[config.mk]
export PLATFORM = sky130hd
export DESIGN_NAME = vreg_store_streamer
export DESIGN_NICKNAME = d
export VERILOG_FILES = /design/src/rtl/vpu_pkg.sv /design/src/rtl/beat_serializer.sv /design/src/rtl/vreg_store_streamer.sv
export SDC_FILE = /design/constraint.sdc
export NUM_CORES = 1
export LEC_CHECK = 0
export ABC_AREA = 0
export CAP_MARGIN = 5
export CORE_MARGIN = 4
export CORE_UTILIZATION = 48
export DETAILED_ROUTE_END_ITERATION = 6
export PLACE_DENSITY = 0.84
export SLEW_MARGIN = 20
export SYNTH_ARGS = -nofsm -noshare
export SYNTH_HDL_FRONTEND = slang
export SYNTH_SLANG_ARGS = --single-unit
[constraint.sdc]
create_clock -name clk -period 1.7 [get_ports clk]
set_input_delay 0.34 -clock clk [delete_from_list [all_inputs] [get_ports clk]]
set_output_delay 0.34 -clock clk [all_outputs]
set_load 0.01 [all_outputs]
[src/rtl/vpu_pkg.sv]
// Shared vector-unit constants: default widths and the store-streamer FSM encoding.
package vpu_pkg;

    localparam int unsigned DATA_WIDTH    = 128;
    localparam int unsigned ADDR_WIDTH    = 4;
    localparam int unsigned BEAT_WIDTH    = 32;
    localparam int unsigned BEATS_PER_REG = DATA_WIDTH / BEAT_WIDTH;

    localparam int unsigned STATE_WIDTH = 2;
    localparam logic [STATE_WIDTH-1:0] ST_IDLE  = 2'd0;
    localparam logic [STATE_WIDTH-1:0] ST_FETCH = 2'd1;
    localparam logic [STATE_WIDTH-1:0] ST_SEND  = 2'd2;

endpackage

[src/rtl/beat_serializer.sv]
// Holds one vector register and emits it as least-significant-first beats
// over a valid/ready port; flags the last beat of the final register.
module beat_serializer #(
    parameter int unsigned DATA_WIDTH = vpu_pkg::DATA_WIDTH,
    parameter int unsigned BEAT_WIDTH = vpu_pkg::BEAT_WIDTH
) (
    input  logic                  clk,
    input  logic                  rst_n,
    input  logic                  load,
    input  logic [DATA_WIDTH-1:0] load_data,
    input  logic                  load_last,
    input  logic                  out_ready,
    output logic                  out_valid,
    output logic [BEAT_WIDTH-1:0] out_data,
    output logic                  out_last,
    output logic                  reg_done_c
);

    localparam int unsigned BEATS = DATA_WIDTH / BEAT_WIDTH;
    localparam int unsigned IDX_W = (BEATS > 1) ? $clog2(BEATS) : 1;
    localparam logic [IDX_W-1:0] LAST_IDX = IDX_W'(BEATS - 1);

    logic [DATA_WIDTH-1:0] buf_q;
    logic [IDX_W-1:0]      idx_q;
    logic                  final_reg_q;
    logic                  xfer_c;
    logic [IDX_W-1:0]      idx_inc_c;

    assign xfer_c     = out_valid && out_ready;
    assign reg_done_c = xfer_c && (idx_q == LAST_IDX);
    assign idx_inc_c  = idx_q + IDX_W'(1);
    assign out_data   = buf_q[BEAT_WIDTH-1:0];

    // out_last is computed one beat ahead so it comes straight from a flop
    always_ff @(posedge clk) begin
        if (!rst_n) begin
            buf_q       <= '0;
            idx_q       <= '0;
            final_reg_q <= 1'b0;
            out_valid   <= 1'b0;
            out_last    <= 1'b0;
        end else if (load) begin
            buf_q       <= load_data;
            idx_q       <= '0;
            final_reg_q <= load_last;
            out_valid   <= 1'b1;
            out_last    <= load_last && (BEATS == 1);
        end else if (reg_done_c) begin
            out_valid   <= 1'b0;
            out_last    <= 1'b0;
        end else if (xfer_c) begin
            buf_q       <= buf_q >> BEAT_WIDTH;
            idx_q       <= idx_inc_c;
            out_last    <= final_reg_q && (idx_inc_c == LAST_IDX);
        end
    end

endmodule

[src/rtl/vreg_store_streamer.sv]
// Streams a contiguous run of vector registers out of the register file as
// narrow beats; one FETCH bubble per register, address wraps modulo 2**ADDR_WIDTH.
module vreg_store_streamer #(
    parameter int unsigned DATA_WIDTH = vpu_pkg::DATA_WIDTH,
    parameter int unsigned ADDR_WIDTH = vpu_pkg::ADDR_WIDTH,
    parameter int unsigned BEAT_WIDTH = vpu_pkg::BEAT_WIDTH
) (
    input  logic                  clk,
    input  logic                  rst_n,
    input  logic                  cmd_valid,
    output logic                  cmd_ready,
    input  logic [ADDR_WIDTH-1:0] cmd_base,
    input  logic [ADDR_WIDTH:0]   cmd_count,
    output logic [ADDR_WIDTH-1:0] rf_r_addr,
    input  logic [DATA_WIDTH-1:0] rf_data,
    output logic                  out_valid,
    input  logic                  out_ready,
    output logic [BEAT_WIDTH-1:0] out_data,
    output logic                  out_last,
    output logic                  busy,
    output logic                  done
);

    import vpu_pkg::STATE_WIDTH;
    import vpu_pkg::ST_IDLE;
    import vpu_pkg::ST_FETCH;
    import vpu_pkg::ST_SEND;

    localparam logic [ADDR_WIDTH:0] MAX_COUNT = {1'b1, {ADDR_WIDTH{1'b0}}};

    logic [STATE_WIDTH-1:0] state_q, state_d;
    logic [ADDR_WIDTH-1:0]  cur_q, cur_d;
    logic [ADDR_WIDTH:0]    rem_q, rem_d;
    logic                   done_d;
    logic                   load_c;
    logic                   load_last_c;
    logic                   reg_done_c;
    logic                   accept_c;
    logic [ADDR_WIDTH:0]    count_clamped_c;

    assign accept_c        = cmd_valid && cmd_ready;
    assign count_clamped_c = (cmd_count > MAX_COUNT) ? MAX_COUNT : cmd_count;
    assign rf_r_addr       = cur_q;

    // State and status registers; cmd_ready/busy follow the next state so they are flops
    always_ff @(posedge clk) begin
        if (!rst_n) begin
            state_q   <= ST_IDLE;
            cur_q     <= '0;
            rem_q     <= '0;
            done      <= 1'b0;
            busy      <= 1'b0;
            cmd_ready <= 1'b1;
        end else begin
            state_q   <= state_d;
            cur_q     <= cur_d;
            rem_q     <= rem_d;
            done      <= done_d;
            busy      <= (state_d != ST_IDLE);
            cmd_ready <= (state_d == ST_IDLE);
        end
    end

    // Next-state and counter update
    always_comb begin
        state_d     = state_q;
        cur_d       = cur_q;
        rem_d       = rem_q;
        done_d      = 1'b0;
        load_c      = 1'b0;
        load_last_c = 1'b0;
        case (state_q)
            ST_IDLE: begin
                if (accept_c) begin
                    cur_d = cmd_base;
                    rem_d = count_clamped_c;
                    if (count_clamped_c == '0) begin
                        done_d = 1'b1;
                    end else begin
                        state_d = ST_FETCH;
                    end
                end
            end
            ST_FETCH: begin
                load_c      = 1'b1;
                load_last_c = (rem_q == (ADDR_WIDTH+1)'(1));
                state_d     = ST_SEND;
            end
            ST_SEND: begin
                if (reg_done_c) begin
                    rem_d = rem_q - (ADDR_WIDTH+1)'(1);
                    cur_d = cur_q + ADDR_WIDTH'(1);
                    if (rem_q == (ADDR_WIDTH+1)'(1)) begin
                        state_d = ST_IDLE;
                        done_d  = 1'b1;
                    end else begin
                        state_d = ST_FETCH;
                    end
                end
            end
            default: begin
                state_d = ST_IDLE;
            end
        endcase
    end

    beat_serializer #(
        .DATA_WIDTH (DATA_WIDTH),
        .BEAT_WIDTH (BEAT_WIDTH)
    ) u_ser (
        .clk        (clk),
        .rst_n      (rst_n),
        .load       (load_c),
        .load_data  (rf_data),
        .load_last  (load_last_c),
        .out_ready  (out_ready),
        .out_valid  (out_valid),
        .out_data   (out_data),
        .out_last   (out_last),
        .reg_done_c (reg_done_c)
    );

endmodule

==> impl_metrics.py <==
metrics = {
    "synth": {
        "ys_seq_area_share_pct": 46.6,
        "synth.distinct_cells": 43,
        "async_flop_share_pct": 0,
        "netlist_instances": 760,
        "ys_seq_elements": 147,
        "synth_largest_area_cell": "dfxtp_1",
        "yosys_most_used_dff": "dfxtp_1",
        "syn_nets": 906,
        "yosysWarnings": 0,
        "synth_edf_count": 0,
        "synth_top_area_share_pct": 46.6,
        "synth_area_um2": 6320,
        "syn_avg_cell_area_um2": 8.31,
        "synthTopCellsByArea": "dfxtp_1 47%, a311oi_1 13%, nand2_1 12%",
    },
    "drt": {
        "dr.pass1.iters": 5,
        "viasPerCell": 5.52,
        "drt-total-wl_um": 18200,
        "drc": 0,
        "final_antenna_net_count": 0,
        "via_count": 5953,
        "wire_per_inst_um": 16.9,
        "drt_iter0_markers": 575,
    },
    "clock_tree": {
        "root_buffer": "clkbuf_16",
        "numCtsBuffers": 17,
        "clk_latency_ns": 0.41,
        "clock_sinks": 147,
        "cts_tree": "done",
        "clk_pin_slew_worst_paths_ns": 0.06,
        "h-tree-depth": 4,
        "clockBufferDepth": 2,
    },
    "grt": {
        "antenna_found_initial": 0,
        "grt_max_degree": 69,
        "gr-total-overflow": 0,
        "grt_usage_pct": 23.6,
        "first_global_vias": 5501,
        "grt_pass1_wl_um": 28100,
    },
    "placed_design": {
        "place_congestion": 0.877,
        "port_buffers": 181,
        "dp_hpwl_um": 12600,
        "placed_area_um2": 8190,
        "dp.cells": 1050,
    },
    "pwr": {
        "p_per_area_nw_per_um2": 1040,
        "p_leak_uw": 0.00320,
        "ir_worst_vdd_v": 0.000786,
    },
    "layout": {
        "fin_nets": 1043,
        "area_delta_synth_final_pct": 39.1,
        "fin_area_um2": 8780,
        "drive_above_1_share_pct": 8.27,
        "multi_input_area_um2": 2860,
        "n_antenna_cell": 0,
        "seq_area_um2": 2950,
        "final_core_util_pct": 68.8,
        "fillCellCount": 980,
        "fin_cells": 1079,
    },
    "min_path": {
        "min_path_type": "register to register",
    },
    "timing": {
        "rsz0062_at_grt": "no",
        "hold_slack_ns": 0.470,
        "post-route-period-util_pct": 97.9,
        "worst_pin_slew_ns": 0.384,
        "relSlewSlack_pct": 74.3,
        "period_needed_ns": 1.66,
        "fmax_mhz": 601,
        "setup_viol": 0,
        "finalHoldViolCount": 0,
        "report.final.slew_viol_count": 0,
        "skew_ns": 0.00667,
    },
    "critical_path": {
        "cp-end-kind": "register",
        "worstPathCellList": "clkdlybuf4s50_1 > or4_1 > o21ai_1 > a221oi_4 > or2_1",
        "slowest_stage": "or4_1",
        "crit_path_max_fanout": 3,
        "cpPeakStageDelay_ns": 0.58,
        "arrival_ns": 1.96,
        "critPathLaunchType": "input port",
        "crit_type": "input port to register",
        "cp_data_required_time_ns": 1.99,
    },
    "floorplan": {
        "start_util_pct": 49.4,
        "placement_rows": 41,
        "die_height_um": 123,
        "die_w_um": 123,
        "io_pins": 182,
        "fp.dieArea_um2": 15100,
        "core-area_um2": 12800,
    },
    "run": {
        "drv_cap": 0,
    },
    "run_status": {
        "status": "finished, final reports clean",
    },
}
[per-layer routing]
layer | up-vias | GRT usage [%] | wire (um)
met2 | 259 | 35.5 | 8230
met3 | 20 | 4.93 | 1340
li1 | 2925 | - | -
met5 | - | 0 | 0
met1 | 2749 | 33.8 | 8370
met4 | 0 | 7.49 | 255
[layout by cell type (no fill, tap or decap), types with 3 or more instances in the layout]
| master | Yosys | routed |
|---|---|---|
| a21oi_1 | 14 | 14 |
| a22o_1 | 30 | 30 |
| a311oi_1 | 97 | 97 |
| buf_12 | 0 | 11 |
| buf_4 | 41 | 22 |
| clkbuf_1 | 24 | 4 |
| clkbuf_16 | 0 | 17 |
| clkbuf_8 | 0 | 4 |
| clkdlybuf4s50_1 | 0 | 174 |
| dfxtp_1 | 147 | 143 |
| dfxtp_2 | 0 | 4 |
| dlygate4sd2_1 | 0 | 4 |
| dlymetal6s2s_1 | 0 | 3 |
| ha_1 | 5 | 4 |
| inv_1 | 4 | 3 |
| nand2_1 | 207 | 207 |
| nand3_1 | 7 | 7 |
| nor2_1 | 109 | 107 |
| nor3_1 | 4 | 4 |
| nor3b_1 | 4 | 4 |
| o21ai_0 | 5 | 5 |
[critical path, delay by kind of cell]
family          cells  cell delay, ns
simple gates        2            0.82
buf+inv             1            0.42
compound gates      2            0.38
[through the flow]
step | power, uW | worst slack [ns] | TNS (ns)
after floorplan | 4910 | 0.184 | 0
after global placement | 5630 | -0.227 | -15.30
after detailed placement | 5670 | -0.302 | -18.98
after CTS | 9120 | 0.000390 | 0
after global routing | 9470 | 0.00323 | 0
final | 9110 | 0.0350 | 0
[cell type report]
| type | instances | share of cell area [%] |
|---|---|---|
| sequential | 147 | 33.6 |
| multi-input combinational | 513 | 32.5 |
| timing repair buffer | 214 | 25.0 |
| clock buffer | 25 | 5.64 |
| tap | 172 | 2.45 |
| clock inverter | 4 | 0.570 |
| inverter | 4 | 0.185 |
[worst paths after layout]
kind,end,slack (ns),cells after the start,startpoint
worst max-delay path,busy,0.04,5,cmd_count[1]
worst min-delay path,u_ser.final_reg_q,0.47,2,u_ser.final_reg_q
worst max register to register,rf_r_addr[3],0.06,6,u_ser.idx_q[1]
worst min register to register,u_ser.final_reg_q,0.47,2,u_ser.final_reg_q
[registers in the layout, summed over array words and instances (netlist names)]
register and count:
busy 1, cmd_ready 1, done 1, rem_q 5
rf_r_addr 4, state_q 2, u_ser.buf_q 128, u_ser.final_reg_q 1
u_ser.idx_q 2, u_ser.out_last 1, u_ser.out_valid 1
[timing repair]
action / 4_1_cts / 5_1_grt
endpoints found under the hold margin: 0 / 0
buffers inserted: 0 / 1
endpoints found under the setup margin: 7 / 27
gates resized for setup: 6 / 12
pin swaps: 1 / 3
hold buffers: 0 / 0
[kinds of logic after synthesis]
group | synth area share, %
simple gates | 22.2
compound gates | 20.9
flops | 46.6
buf+inv | 9.09
fa+ha+maj | 0.990
mux | 0.158
[cell usage after synthesis (2+ instances only)]
cell and instances:
o21ai_0 5, dfxtp_1 147, ha_1 5, a311oi_1 97, nand2_1 207, and2b_1 2
a22o_1 30, nand3_1 7, or3_1 2, buf_4 41, buf_2 30, nor3_1 4
a21oi_1 14, clkbuf_1 24, a21o_1 2, inv_1 4, nor3b_1 4, nor2_1 109
or2_1 2
[report_power, final]
group	switching (uW)	internal, uW
clock network	1330	2140
registers	233	3780
logic	751	870
total	2310	6800
Power figures use the tool's default switching activity.
